File: config.mk
export PLATFORM = sky130hd
export DESIGN_NAME = full_adder_reg
export DESIGN_NICKNAME = d
export VERILOG_FILES = /design/src/rtl/full_adder_reg.sv
export SDC_FILE = /design/constraint.sdc
export NUM_CORES = 1
export LEC_CHECK = 0
export CAP_MARGIN = 0
export CORE_AREA = 5 5 42 44
export CTS_CLUSTER_SIZE = 20
export DETAILED_ROUTE_END_ITERATION = 16
export DIE_AREA = 0 0 47 49
export PLACE_DENSITY_LB_ADDON = 0.2
export REMOVE_ABC_BUFFERS = 1
export SETUP_SLACK_MARGIN = 0.2
export SYNTH_ARGS = -nofsm -noshare
export SYNTH_HDL_FRONTEND = slang
export SYNTH_SLANG_ARGS = --single-unit
File: constraint.sdc
create_clock -name clk -period 1.17 [get_ports clk]
set_input_delay 0.234 -clock clk [delete_from_list [all_inputs] [get_ports clk]]
set_output_delay 0.234 -clock clk [all_outputs]
set_load 0.02 [all_outputs]
File: src/rtl/full_adder_reg.sv
// full_adder_reg: registered WIDTH-bit ripple-carry adder built from per-bit
// full-adder cells. {cout,sum} = a + b + cin, captured one cycle after in_valid.
// Optional feature macro: FULL_ADDER_OVF_EN adds the registered signed-overflow
// output ovf (c[WIDTH] ^ c[WIDTH-1]); without it the port and register are absent.
//
// Handshake: in_valid qualifies a/b/cin for exactly the cycle it is high; there is
// no ready, every valid cycle is accepted and produces a one-cycle out_valid pulse
// on the following edge. Operand values are ignored while in_valid is low.
module full_adder_reg #(
    parameter int WIDTH = 1
) (
    input  logic             clk,
    input  logic             rst_n,
    input  logic             in_valid,
    input  logic [WIDTH-1:0] a,
    input  logic [WIDTH-1:0] b,
    input  logic             cin,
    output logic             out_valid,
    output logic [WIDTH-1:0] sum,
    output logic             cout
`ifdef FULL_ADDER_OVF_EN
    ,
    output logic             ovf
`endif
);

    logic [WIDTH-1:0] s;
    logic             carry;
`ifdef FULL_ADDER_OVF_EN
    logic             carry_into_msb;
`endif

    // Ripple chain: each loop iteration is one full-adder cell, carry flows bit 0 upward.
    always_comb begin
        s     = '0;
        carry = cin;
`ifdef FULL_ADDER_OVF_EN
        carry_into_msb = cin;
`endif
        for (int i = 0; i < WIDTH; i++) begin
`ifdef FULL_ADDER_OVF_EN
            carry_into_msb = carry;
`endif
            s[i]  = a[i] ^ b[i] ^ carry;
            carry = (a[i] & b[i]) | (a[i] & carry) | (b[i] & carry);
        end
    end

    // Valid flag follows in_valid every edge; cleared immediately by reset.
    always_ff @(posedge clk or negedge rst_n) begin
        if (!rst_n) begin
            out_valid <= 1'b0;
        end else begin
            out_valid <= in_valid;
        end
    end

    // Result register loads only on accepted inputs and holds otherwise.
    always_ff @(posedge clk or negedge rst_n) begin
        if (!rst_n) begin
            sum  <= '0;
            cout <= 1'b0;
        end else if (in_valid) begin
            sum  <= s;
            cout <= carry;
        end
    end

`ifdef FULL_ADDER_OVF_EN
    // Two's-complement overflow: carry into the MSB differs from carry out of it.
    always_ff @(posedge clk or negedge rst_n) begin
        if (!rst_n) begin
            ovf <= 1'b0;
        end else if (in_valid) begin
            ovf <= carry ^ carry_into_msb;
        end
    end
`endif

endmodule

==> flow_summary.yaml <==
clock_tree:
  htreeDepth: 1
  cts_max_path_buffers: 2
  clock-sinks: 3
  clk_pin_slew_ps: 40
  cts_tree: "built"
  cts-buffers-inserted: 3
  cts_hold_buf: 0
  cts-root-buf: "clkbuf_4"
  insertion_delay_ps: 240
sta:
  max_freq_mhz: 1010
  min_period_ps: 993
  skew_ps: 0
  grt_setup_unrepaired: "true"
  setup_violations: 0
  slew_viol_final: 0
  finalSetupTns_ps: 0
  tightest_slew_ps: 150
  finalHoldViolCount: 0
  relSlewSlack_pct: 90.0
  fin_crit_sh_pct: 84.9
  setup_ws_ps: 177
floorplanning:
  initial_core_util_pct: 8.39
  dieWidth_um: 47
  ioPinCount: 9
  core_area_mm2: 0.00140
  dieArea_mm2: 0.00230
  num_rows: 14
  fp.dieH_um: 49
global_route:
  grt_pass1_vias: 121
  grt_usage_pct: 3.82
  antenna_found_initial: 0
  grt_start_max_net_pins: 4
  grt_pass1_wl_um: 503
  gr-total-overflow: 0
routing:
  drt_pass1_iterations: 2
  routedWlPerCell_um: 8.80
  wl_met1_um: 133
  routed.top_layer: "met4"
  drtIter0Drc: 4
  drc: 0
  routed_wl_um: 308
  ant_nets: 0
  wl_met2_um: 117
  viasPerCell: 2.86
  wl_met3_um: 42
  routed-via-count: 100
place:
  portBuffers: 8
  dp.cells: 30
  pre_cts_slack_ps: -368
  gp_congestion: 0.590
worst_setup_path:
  end_kind: "output port"
  critPathRequiredTime_ps: 940
  max_stage_delay_ps: 380
  cp_top_family: "flip-flops"
  crit_chain: "buf_6"
  startpoint_type: "flip-flop"
  crit_path_max_fanout: 2
  crit_type: "reg -> out"
  arrival_ps: 760
  cp.buffers_inverters: 1
  crit_slowest_cell: "dfrtp_1"
yosys:
  synth_area_per_cell_um2: 19.6
  synth_xor_area_share_pct: 0
  synthAdderAreaFrac_pct: 17.0
  synth_top_family_by_area: "multiplexers"
  synth_mux_area_share_pct: 19.1
  synth_compound_area_share_pct: 0
  synth_seq_cells: 3
  synth_cell_types: 3
  synth_seq_area_share_pct: 63.8
  synth_area_um2: 118
  postSynthCellCount: 6
  yosys_warnings: 0
  yosys.area_share.simple_pct: 0
power_and_ir_drop:
  irDropWorstVdd_mv: 0.427
  power.leakage_uw: 0.000113
  p_per_area_mw_per_mm2: 1680
finish:
  drive_above_1_share_pct: 63.2
  fill_cells: 168
  layout.nets: 27
  fin_cells: 35
  syn_to_final_growth_pct: 106
  diodes: 0
run_status:
  status: "complete, no violations"
worst_hold_path:
  hold_class: "in -> async"
run:
  drv.max_cap_violation_count: 0
cell usage in the layout, fill, tap and decap left out:
cell,count
buf_6,3
clkdlybuf4s50_1,1
clkbuf_4,3
dfrtp_1,3
dlygate4sd2_1,1
mux2_2,1
mux2_4,1
fa_1,1
clkbuf_1,1
buf_2,3
buf_4,1
worst paths after layout:
check                             to  slack (ps)  cells after the start      from
min                             cout         170                      1     rst_n
max                             cout         180                      1      cout
min reg2reg                     cout         540                      1      cout
max reg2reg                      sum         290                      2       sum
max in group asynchronous  out_valid         850                      1     rst_n
min in group clk           out_valid         330                      1  in_valid
sequential cells by signal, summed over array words and instances, names as in the netlist:
name and cells:
cout 1, sum 1, out_valid 1
power breakdown:
group	internal, uW	switching [uW]
Combinational	55.9	35.2
Clock	128	63.1
Sequential	117	8.23
repair_timing:
action / CTS / global route
endpoints found under the setup margin: 5 / 3
setup buffers: 1 / 0
hold endpoints to repair: 0 / 0
pin swaps: 1 / 0
resized for setup: 32 / 0
area by class of cell:
type | count | area, um^2 | area share, %
clock buffer | 4 | 26.3 | 10.8
tap | 16 | 20.0 | 8.25
multi-input combinational | 3 | 46.3 | 19.1
sequential | 3 | 75.1 | 30.9
timing repair buffer | 9 | 75.1 | 30.9
synthesized netlist by cell type (all sizes together):
master	n	area share (%)
dfrtp	3	64
mux2	2	19
fa	1	17
metrics by stage:
stage	power (uW)	util, %	instance area (um^2)	hold WS (ps)
4_1_cts	421	17.3	243	172
6_report	408	17.3	243	174
3_5_place_dp	206	15.5	218	431
3_3_place_gp	206	15.5	218	429
2_1_floorplan	155	-	118	-61.6
5_1_grt	433	17.3	243	183
cells by family after synthesis:
kind of cell  Yosys count
mux                     2
flops                   3
fa+ha+maj               1
metal layers:
metal,track usage [%],vias up
li1,-,45
met1,3.33,45
met2,3.85,8
met3,3.69,2
met4,5.53,0
met5,0,-
Power figures use the tool's default switching activity.
